==> src/rtl/alu_share_arbiter.sv <==
// rtl/alu_share_arbiter.sv - shares one ALU between two requesters with a held response
//
// Purpose:
//   Accepts one operation at a time from either of two requesters, registers
//   the operands onto the shared ALU inputs, captures the ALU result and zero
//   flag one cycle later, and holds that response until the consumer takes it.
//   Ties are broken round-robin. Defining ALU_ARB_FIXED_PRIORITY_EN makes
//   port 0 always win a tie instead.
//
// Ports:
//   clk, rst_n                    clock (rising edge), synchronous active-low reset
//   reqN_valid/ready/a/b/op       request ports 0 and 1 (op: 00 add, 01 xor, 10 pass B, 11 A-B)
//   alu_a, alu_b, alu_op          registered operands driven to the shared ALU
//   alu_result, alu_zero          combinational ALU outputs
//   rsp_valid/ready/data/zero/id  held response and the requester that issued it
//   busy                          high whenever the sequencer is not idle
module alu_share_arbiter #(
  parameter int DATA_WIDTH = 16
) (
  input  logic                  clk,
  input  logic                  rst_n,
  input  logic                  req0_valid,
  output logic                  req0_ready,
  input  logic [DATA_WIDTH-1:0] req0_a,
  input  logic [DATA_WIDTH-1:0] req0_b,
  input  logic [1:0]            req0_op,
  input  logic                  req1_valid,
  output logic                  req1_ready,
  input  logic [DATA_WIDTH-1:0] req1_a,
  input  logic [DATA_WIDTH-1:0] req1_b,
  input  logic [1:0]            req1_op,
  output logic [DATA_WIDTH-1:0] alu_a,
  output logic [DATA_WIDTH-1:0] alu_b,
  output logic [1:0]            alu_op,
  input  logic [DATA_WIDTH-1:0] alu_result,
  input  logic                  alu_zero,
  output logic                  rsp_valid,
  input  logic                  rsp_ready,
  output logic [DATA_WIDTH-1:0] rsp_data,
  output logic                  rsp_zero,
  output logic                  rsp_id,
  output logic                  busy
);

  typedef enum logic [1:0] {
    IDLE = 2'b00,
    EXEC = 2'b01,
    RESP = 2'b10
  } state_t;

  state_t                state_q, state_d;
  logic [DATA_WIDTH-1:0] alu_a_q, alu_a_d;
  logic [DATA_WIDTH-1:0] alu_b_q, alu_b_d;
  logic [1:0]            alu_op_q, alu_op_d;
  logic                  gnt_id_q, gnt_id_d;
  logic                  rsp_valid_q, rsp_valid_d;
  logic [DATA_WIDTH-1:0] rsp_data_q, rsp_data_d;
  logic                  rsp_zero_q, rsp_zero_d;
  logic                  rsp_id_q, rsp_id_d;
`ifndef ALU_ARB_FIXED_PRIORITY_EN
  logic                  last_grant_q, last_grant_d;
`endif

  logic grant_valid;
  logic grant_port;

  // Grant is only offered in IDLE, so the response handshake never feeds
  // back into request acceptance.
  always_comb begin
    grant_valid = 1'b0;
    grant_port  = 1'b0;
    if (state_q == IDLE) begin
      if (req0_valid && req1_valid) begin
        grant_valid = 1'b1;
`ifdef ALU_ARB_FIXED_PRIORITY_EN
        grant_port  = 1'b0;
`else
        grant_port  = ~last_grant_q;
`endif
      end else if (req0_valid) begin
        grant_valid = 1'b1;
        grant_port  = 1'b0;
      end else if (req1_valid) begin
        grant_valid = 1'b1;
        grant_port  = 1'b1;
      end
    end
  end

  assign req0_ready = grant_valid & ~grant_port;
  assign req1_ready = grant_valid &  grant_port;

  always_comb begin
    state_d      = state_q;
    alu_a_d      = alu_a_q;
    alu_b_d      = alu_b_q;
    alu_op_d     = alu_op_q;
    gnt_id_d     = gnt_id_q;
    rsp_valid_d  = rsp_valid_q;
    rsp_data_d   = rsp_data_q;
    rsp_zero_d   = rsp_zero_q;
    rsp_id_d     = rsp_id_q;
`ifndef ALU_ARB_FIXED_PRIORITY_EN
    last_grant_d = last_grant_q;
`endif
    case (state_q)
      IDLE: begin
        if (grant_valid) begin
          alu_a_d      = grant_port ? req1_a  : req0_a;
          alu_b_d      = grant_port ? req1_b  : req0_b;
          alu_op_d     = grant_port ? req1_op : req0_op;
          gnt_id_d     = grant_port;
`ifndef ALU_ARB_FIXED_PRIORITY_EN
          last_grant_d = grant_port;
`endif
          state_d      = EXEC;
        end
      end
      EXEC: begin
        // Operands have been stable on the ALU for a full cycle here.
        rsp_data_d  = alu_result;
        rsp_zero_d  = alu_zero;
        rsp_id_d    = gnt_id_q;
        rsp_valid_d = 1'b1;
        state_d     = RESP;
      end
      RESP: begin
        if (rsp_ready) begin
          rsp_valid_d = 1'b0;
          state_d     = IDLE;
        end
      end
      default: begin
        rsp_valid_d = 1'b0;
        state_d     = IDLE;
      end
    endcase
  end

  always_ff @(posedge clk) begin
    if (!rst_n) begin
      state_q      <= IDLE;
      alu_a_q      <= '0;
      alu_b_q      <= '0;
      alu_op_q     <= 2'b00;
      gnt_id_q     <= 1'b0;
      rsp_valid_q  <= 1'b0;
      rsp_data_q   <= '0;
      rsp_zero_q   <= 1'b0;
      rsp_id_q     <= 1'b0;
`ifndef ALU_ARB_FIXED_PRIORITY_EN
      // Pretend port 1 went last so port 0 wins the first tie.
      last_grant_q <= 1'b1;
`endif
    end else begin
      state_q      <= state_d;
      alu_a_q      <= alu_a_d;
      alu_b_q      <= alu_b_d;
      alu_op_q     <= alu_op_d;
      gnt_id_q     <= gnt_id_d;
      rsp_valid_q  <= rsp_valid_d;
      rsp_data_q   <= rsp_data_d;
      rsp_zero_q   <= rsp_zero_d;
      rsp_id_q     <= rsp_id_d;
`ifndef ALU_ARB_FIXED_PRIORITY_EN
      last_grant_q <= last_grant_d;
`endif
    end
  end

  assign alu_a     = alu_a_q;
  assign alu_b     = alu_b_q;
  assign alu_op    = alu_op_q;
  assign rsp_valid = rsp_valid_q;
  assign rsp_data  = rsp_data_q;
  assign rsp_zero  = rsp_zero_q;
  assign rsp_id    = rsp_id_q;
  assign busy      = (state_q != IDLE);

endmodule

==> config.mk <==
export PLATFORM = sky130hd
export DESIGN_NAME = alu_share_arbiter
export DESIGN_NICKNAME = d
export VERILOG_FILES = /design/src/rtl/alu_share_arbiter.sv
export SDC_FILE = /design/constraint.sdc
export NUM_CORES = 1
export LEC_CHECK = 0
export BUFFER_PORTS_ARGS = -buffer_cell sky130_fd_sc_hd__buf_2
export CORE_UTILIZATION = 25
export DETAILED_ROUTE_END_ITERATION = 8
export SLEW_MARGIN = 20
export SYNTH_ARGS = -nofsm -noshare
export SYNTH_HDL_FRONTEND = slang
export SYNTH_SLANG_ARGS = --single-unit
==> constraint.sdc <==
create_clock -name clk -period 1.6 [get_ports clk]
set_input_delay 0.08 -clock clk [delete_from_list [all_inputs] [get_ports clk]]
set_output_delay 0.08 -clock clk [all_outputs]
set_load 0.03 [all_outputs]
==> out/metrics.cfg, run 1 <==
[worst_setup_path]
path_cells = a21boi_4, buf_4, nand2_1, inv_1, buf_2
cp-startpoint = last_grant_q
rr_startpoint = last_grant_q
crit_family = buffers and inverters
required_ns = 1.52
crit_buf_inv = 3
cp_slowest_cell = dfxtp_1
crit_type = reg2out
timing.critical_path.to_type = primary output
cpPeakStageDelay_ns = 0.35
start_kind = flop
worst-endpoint-arrival_ns = 1.42
crit_fanout = 13

[clocking]
path_clk_slew_ns = 0.08
post_cts_buffers = 0
clkLatencyLatePin_ns = 0.34
clock_sinks = 57
cts-root-buf = clkbuf_8
clockBufferDepth = 2
htree_levels = 3
cts_tree = done
cts_made_buffers = 9

[finish]
nFillCells = 942
diodes = 0
fin_cells = 613
drive_gt1_share_pct = 38.6
fin_nets = 569
syn2layout_area_growth_pct = 60.4

[placement]
port_buffers = 145
hpwl_mm = 5.20
placedCellCount = 560
place_congestion = 0.773

[synth]
synthesis.nets = 389
yosysMostFrequentCell = nand3_1
ys_ff_latch = 57
yosysTopAreaCell = dfxtp_1
yosys_warnings = 0
synth.avg_cell_area_um2 = 8.05
synthArstFlopShare_pct = 0
ys.flop_type = dfxtp_1
synth_common_cells = 69 x nand3_1, 57 x dfxtp_1, 37 x nand2_1, 34 x a31oi_1, 20 x a21oi_1
seq_area_frac_synth_pct = 47.4
yosys.area.top_type_share_pct = 47.4
synth_edf_count = 0
synth.area.top_cells = dfxtp_1 47%, nand3_1 14%, a31oi_1 8.8%
syn_area_um2 = 2410
yosys.cell_types.count = 23
synthCells = 299

[power]
peakVddDrop_v = 0.000573
p_total_mw = 4.20
leakagePower_nw = 1.73
power_density_nw_per_um2 = 1090

[floorplan]
core_um2 = 9280
placement_rows = 35
fp.dieH_um = 100
dieArea_um2 = 10000
chipWidth_um = 100
start_util_pct = 25.9
boundaryPins = 146

[grt]
grt_max_degree = 38
grtUsageTotal_pct = 16.0
grt_pass1_wl_mm = 12.8
grt_pass1_vias = 2731
overflow = 0
antenna_found_initial = 0

[timing]
finalSetupViolations = 0
setup_tns_ns = 0
maxSlewViolCount = 0
worstMarginPinSlew_ns = 0.395
fin_worst_skew_ns = 0.0145
slew_headroom_pct = 73.7
rsz0062_at_grt = false
min_period_ns = 1.50
finalHoldViolCount = 0
fmax_ghz = 0.669
period_share_pct = 93.5

[worst_hold_path]
hp-class = in2reg
min-delay-start = req1_a[3]

[route]
viasPerCell = 4.73
first_pass_iters = 4
wl_mm = 7.99
drtAntennaViolNets = 0
dr_total_vias = 2900
wl_per_cell_um = 13.0
drt_iter0_drc = 112
drc = 0

[status]
status = finished clean

[run]
cap_viol_max_count = 0

cells by family (layout without fill, tap and decap cells):
family	count (synthesis)	in the layout	synth area share (%)
DFF	57	57	47.4
AOI/OAI and AO/OA	93	93	21.6
buffers and inverters	33	218	7.80
and+or+nand+nor	116	116	23.2
worst paths after layout:
kind,endpoint,slack [ns],cells after the start
worst max-delay path,req1_ready,0.10,5
worst max register to register,alu_a[7],0.37,4
worst min register to register,rsp_data[15],0.45,2
worst min-delay path,alu_a[3],0.02,3
worst min-delay path, cell delays in order:
cell and delay [ns]:
buf_2 0.10, nand3_1 0.06, a31oi_1 0.07
power breakdown:
part           switching, mW  internal [mW]  total (mW)  leakage, nW
clock                  0.587          0.956        1.54        0.115
combinational          0.647          0.393        1.04         1.14
sequential            0.0687           1.54        1.61        0.469
cell usage in the layout, fill, tap and decap left out, types with 2 or more instances in the layout:
cell,count
nor2_1,2
dfxtp_2,2
a31oi_1,34
dlygate4sd3_1,37
buf_2,145
inv_2,2
nand3_1,69
clkbuf_8,11
o21ai_0,18
nand2_1,37
o21ai_1,19
a21oi_1,20
clkinv_2,2
bufinv_16,2
buf_4,16
dfxtp_1,55
timing repair:
item                       in CTS  in global routing
gates resized for setup         0                  4
hold buffers                   37                  0
hold endpoints to repair       32                  0
setup endpoints to repair       0                  3
flip-flops by register name, summed over array words and instances, names as in the netlist:
| register | cells |
|---|---|
| alu_a | 16 |
| alu_b | 16 |
| rsp_data | 16 |
| alu_op | 2 |
| state_q | 2 |
| gnt_id_q | 1 |
| last_grant_q | 1 |
| rsp_id | 1 |
| rsp_valid | 1 |
| rsp_zero | 1 |
metal layers:
metal  track usage, %  routed length [um]
met5                0                   0
met1             19.5                3650
met2             27.4                3750
met3             5.22                 560
met4             4.01                  40
final cells by class:
| cell class | instances | area, um2 | share of cell area (%) |
|---|---|---|---|
| clock buffers | 11 | 151 | 3.92 |
| inverters | 3 | 11.3 | 0.292 |
| repair buffers | 199 | 1230 | 31.8 |
| clock inverters | 5 | 77.6 | 2.01 |
| well taps | 129 | 161 | 4.18 |
| multi-input cells | 209 | 1090 | 28.2 |
| flip-flops and latches | 57 | 1140 | 29.6 |
metrics by stage:
| stage | instance area [um2] | utilization [%] | hold slack (ns) | setup slack (ns) |
|---|---|---|---|---|
| after global placement | 3250 | 35.0 | 0.318 | 0.386 |
| after floorplan | 2410 | - | 0.152 | 0.344 |
| after global routing | 3860 | 41.6 | 0.00290 | 0.0227 |
| after detailed placement | 3250 | 35.0 | 0.313 | 0.313 |
| after CTS | 3850 | 41.5 | 0.000204 | 0.0131 |
| final | 3860 | 41.6 | 0.0151 | 0.105 |
No activity file was read; power rests on OpenSTA's default activity.
==> run 2, diff against run 1 <==
--- a/config.mk
+++ b/config.mk
@@ -6,6 +6,7 @@
 export NUM_CORES = 1
 export LEC_CHECK = 0
 export BUFFER_PORTS_ARGS = -buffer_cell sky130_fd_sc_hd__buf_2
+export CORE_MARGIN = 1.5
 export CORE_UTILIZATION = 25
 export DETAILED_ROUTE_END_ITERATION = 8
 export SLEW_MARGIN = 20
==> run 2 against run 1 <==
Net effect:
- via count down 2.6%
- register-to-register slack barely moved
- fmax grew 0.63%
- core utilization shrank 1.2 points
- die area up 2.0%
- global-route usage fell by 0.97 points
- critical endpoint unchanged
- largest power group unchanged
==> out/metrics.cfg, run 2 (synthesis results as in run 1) <==
[clocking]
clock_sinks = 57
cts_made_buffers = 9
cts-root-buf = clkbuf_8
path_clk_slew_ns = 0.07
clockBufferDepth = 2
htree_levels = 3
cts_tree = done
clkLatencyLatePin_ns = 0.32

[route]
viasPerCell = 4.69
drt_iter0_drc = 71
wl_mm = 7.88
wl_per_cell_um = 13.1
first_pass_iters = 4
drtAntennaViolNets = 0
drc = 0
dr_total_vias = 2826

[floorplan]
core_um2 = 9280
fp.dieH_um = 101
dieArea_um2 = 10200
start_util_pct = 25.9
chipWidth_um = 101
boundaryPins = 146
placement_rows = 35

[timing]
slew_headroom_pct = 78.8
finalHoldViolCount = 0
min_period_ns = 1.49
maxSlewViolCount = 0
finalSetupViolations = 0
worstMarginPinSlew_ns = 0.317
fin_worst_skew_ns = 0.00634
period_share_pct = 92.9
hold_ws_ns = 0.0214
fmax_ghz = 0.673

[finish]
multi_input_area_um2 = 1080
regArea_um2 = 1140
final_common_cell = buf_2
final_cell_mix = 145 x buf_2, 69 x nand3_1, 55 x dfxtp_1, 37 x nand2_1, 34 x a31oi_1
fin_nets = 559
design_area_um2 = 3750
syn2layout_area_growth_pct = 55.7
drive_gt1_share_pct = 39.2
diodes = 0
nFillCells = 981

[grt]
antenna_found_initial = 0
grtUsageTotal_pct = 15.1
overflow = 0
grt_pass1_vias = 2553
grt_max_degree = 29
grt_pass1_wl_mm = 12.2

[power]
power_density_nw_per_um2 = 1080
peakVddDrop_v = 0.000402
leakagePower_nw = 1.68

[placement]
port_buffers = 145
place_congestion = 0.710
placed_cell_area_um2 = 3250
hpwl_mm = 5.47

[worst_setup_path]
rr_worst_depth = 5
crit_type = reg2out
crit_fanout = 14
required_ns = 1.52
start_kind = flop
timing.critical_path.to_type = primary output
worst-endpoint-arrival_ns = 1.41

[worst_hold_path]
hp-class = in2reg
hold_depth = 3

[run]
cap_viol_max_count = 0

[status]
status = finished clean

==> run 2: cell count changes in the layout (fill, tap and decap cells not counted) <==
cell and delta:
dlygate4sd3_1 -10, buf_4 -1, buf_6 +1, bufinv_16 -1, clkbuf_8 +1, clkinv_2 -1
clkinvlp_4 +1, nand2b_1 +1, nand2b_2 -1
==> run 2: report_power, final <==
group / switching (mW) / internal, mW
logic: 0.643 / 0.379
registers: 0.0686 / 1.54
clock network: 0.570 / 0.844
total: 1.28 / 2.77
==> run 2: layout make-up <==
class	instances	area share (%)
clock buffers	12	4.41
clock inverters	4	1.34
inverters	3	0.301
multi-input cells	209	28.9
flip-flops and latches	57	30.5
well taps	129	4.31
repair buffers	189	30.2
==> run 2: stage by stage <==
stage / utilization [%] / cells / setup TNS [ns] / worst slack, ns / power, mW
after floorplan: - / 299 / 0 / 0.344 / 2.27
after global placement: 35.0 / 560 / 0 / 0.393 / 2.60
after detailed placement: 35.0 / 560 / 0 / 0.319 / 2.61
after CTS: 40.3 / 603 / 0 / 0.00609 / 4.10
after global routing: 40.4 / 603 / -0.00280 / -0.00280 / 4.26
final: 40.4 / 603 / 0 / 0.114 / 4.05
==> run 2: worst paths after layout <==
path              start    endpoint  slack (ns)
max          state_q[0]  req1_ready        0.11
min           req0_a[0]    alu_a[0]        0.02
max reg2reg  state_q[0]    alu_a[1]        0.37
min reg2reg      rsp_id      rsp_id        0.45
==> run 2: timing repair <==
item / in CTS / in global routing
hold endpoints to repair: 27 / 0
setup buffers: 0 / 0
hold buffers: 27 / 0
setup endpoints to repair: 0 / 2
gates resized for setup: 0 / 4
==> run 2: worst max-delay path, cell delays in order, from the launching register on <==
cell	delay, ns
dfxtp_2	0.37
nor2_4	0.17
buf_6	0.18
nand2_1	0.10
inv_1	0.06
buf_2	0.19
==> run 2: metal layers <==
layer | track usage [%] | vias to the layer above | share of wire (%)
li1 | - | 1412 | -
met2 | 25.2 | 114 | 46
met4 | 2.88 | 0 | 0.70
met3 | 4.58 | 6 | 6.8
met1 | 19.3 | 1294 | 47
met5 | 0 | - | 0
==> run 3, diff against run 2 <==
--- a/config.mk
+++ b/config.mk
@@ -6,9 +6,12 @@
 export NUM_CORES = 1
 export LEC_CHECK = 0
 export BUFFER_PORTS_ARGS = -buffer_cell sky130_fd_sc_hd__buf_2
+export CELL_PAD_IN_SITES_DETAIL_PLACEMENT = 0
+export CELL_PAD_IN_SITES_GLOBAL_PLACEMENT = 1
 export CORE_MARGIN = 1.5
 export CORE_UTILIZATION = 25
 export DETAILED_ROUTE_END_ITERATION = 8
+export PLACE_DENSITY_LB_ADDON = 0.1
 export SLEW_MARGIN = 20
 export SYNTH_ARGS = -nofsm -noshare
 export SYNTH_HDL_FRONTEND = slang
==> constraint.sdc (replaced) <==
create_clock -name clk -period 1.65 [get_ports clk]
set_input_delay 0.0825 -clock clk [delete_from_list [all_inputs] [get_ports clk]]
set_output_delay 0.0825 -clock clk [all_outputs]
set_load 0.03 [all_outputs]
==> run 3 against run 2 <==
Net effect:
- via count grew 1.1%
- core utilization grew 1.5 points
- cell count grew 2.0%
- critical path depth shrank 1
==> out/metrics.cfg, run 3 (synthesis results as in run 1) <==
[timing]
fmax_ghz = 0.644
fin_worst_skew_ns = 0.00818
finalHoldViolCount = 0
setup_tns_ns = 0
hold_ws_ns = 0.0190
worstMarginPinSlew_ns = 0.335
rsz0062_at_grt = false
min_period_ns = 1.55
period_share_pct = 94.1
slew_headroom_pct = 77.6
maxSlewViolCount = 0
finalSetupViolations = 0

[route]
drt-met1-wl_mm = 3.97
drtAntennaViolNets = 0
drt_iter0_drc = 103
first_pass_iters = 4
viasPerCell = 4.64
wl_mm = 8.72
wl_met3_um = 539
route.met2.wl_mm = 4.15
dr_total_vias = 2856
drc = 0
top_layer_used = met4
wl_per_cell_um = 14.2

[clocking]
post_cts_buffers = 0
clockBufferDepth = 2
htree_levels = 3
path_clk_slew_ns = 0.07
cts-root-buf = clkbuf_8
clock_sinks = 57
cts_tree = done
cts_made_buffers = 9
clkLatencyLatePin_ns = 0.34

[floorplan]
dieArea_um2 = 10200
boundaryPins = 146
chipWidth_um = 101
placement_rows = 35
start_util_pct = 25.9
fp.dieH_um = 101
core_um2 = 9280

[worst_setup_path]
rr_worst_depth = 5
rr_startpoint = state_q[0]
rrSetupSlack_ns = 0.40
required_ns = 1.57
crit_fanout = 22
r2r-end = alu_op[0]
cp-startpoint = state_q[0]
critical_path.endpoint = busy
crit_type = reg2out
worst-endpoint-arrival_ns = 1.47
timing.critical_path.to_type = primary output
start_kind = flop

[grt]
overflow = 0
antenna_found_initial = 0
grt_max_degree = 35
grt_pass1_wl_mm = 13.3
grtUsageTotal_pct = 16.8
grt_pass1_vias = 2698

[placement]
place_congestion = 0.720
port_buffers = 145
hpwl_mm = 5.69

[power]
comb_power_share_pct = 25.7
clkPwrFrac_pct = 35.2
p_int_mw = 2.74
p_total_mw = 3.99
leakagePower_nw = 1.74
swShare_pct = 31.4
power_density_nw_per_um2 = 1030
p_sw_mw = 1.25
peakVddDrop_v = 0.000463
seq_power_share_pct = 39.1

[finish]
nFillCells = 999
final_cell_mix = 145 x buf_2, 69 x nand3_1, 56 x dfxtp_1, 41 x dlygate4sd3_1, 37 x nand2_1
diodes = 0
syn2layout_area_growth_pct = 61.5
fin_nets = 572
drive_gt1_share_pct = 37.7
regArea_um2 = 1140
fin_util_pct = 41.9
final_common_cell = buf_2
multi_input_area_um2 = 1080

[status]
status = finished clean

[run]
cap_viol_max_count = 0

[worst_hold_path]
hp-class = in2reg

[run 3: changes by cell type in the layout (fill, tap and decap cells not counted)]
cell / change
clkinvlp_4: -2
buf_6: -1
buf_12: +1
dfxtp_1: +1
dlygate4sd3_1: +14
dfxtp_2: -1
clkbuf_8: +1
buf_4: -1
[run 3: routing by layer]
metal,global-route usage (%),vias to the layer above
met1,20.2,1321
met2,28.7,90
met3,5.96,5
li1,-,1440
met5,0,-
met4,3.85,0
[run 3: critical path, stage by stage, from the launching register on]
cell	delay (ns)
dfxtp_1	0.51
nor2_4	0.07
inv_2	0.06
buf_4	0.24
buf_2	0.25
[run 3: area by class of cell]
| cell class | count | share of cell area, % |
|---|---|---|
| Clock inverter | 2 | 0.901 |
| Multi-Input combinational cell | 209 | 27.9 |
| Tap cell | 129 | 4.15 |
| Timing Repair Buffer | 202 | 32.7 |
| Inverter | 3 | 0.290 |
| Sequential cell | 57 | 29.4 |
| Clock buffer | 13 | 4.60 |
[run 3: power by group through the flow]
stage | clock (mW) | combinational [mW] | sequential (mW)
final | 1.40 | 1.03 | 1.56
after global routing | 1.51 | 1.11 | 1.58
after floorplan | 0 | 0.407 | 1.80
after global placement | 0 | 0.960 | 1.59
after detailed placement | 0 | 0.959 | 1.59
after CTS | 1.46 | 1.03 | 1.56
[run 3: worst min path at each step]
stage                     from           end  slack (ns)  depth (start not counted)
global placement         rst_n  last_grant_q        0.30                          2
CTS                 req0_op[1]     alu_op[1]      0.0003                          3
floorplan                rst_n  last_grant_q        0.15                          1
finish               req0_a[0]      alu_a[0]        0.02                          3
detailed placement       rst_n  last_grant_q        0.31                          2
global route         req0_b[8]      alu_b[8]       0.003                          3
[run 3: metrics by stage]
stage	std cells	worst slack, ns	instance area [um2]
floorplan	299	0.394	2410
global placement	559	0.435	3260
detailed placement	559	0.404	3260
CTS	615	0.0456	3880
global route	615	0.0158	3890
finish	615	0.0981	3890
[run 3: timing repair]
action	4_1_cts	5_1_grt
resized for setup	0	2
endpoints found under the hold margin	35	0
setup endpoints to repair	0	2
hold buffers	41	0
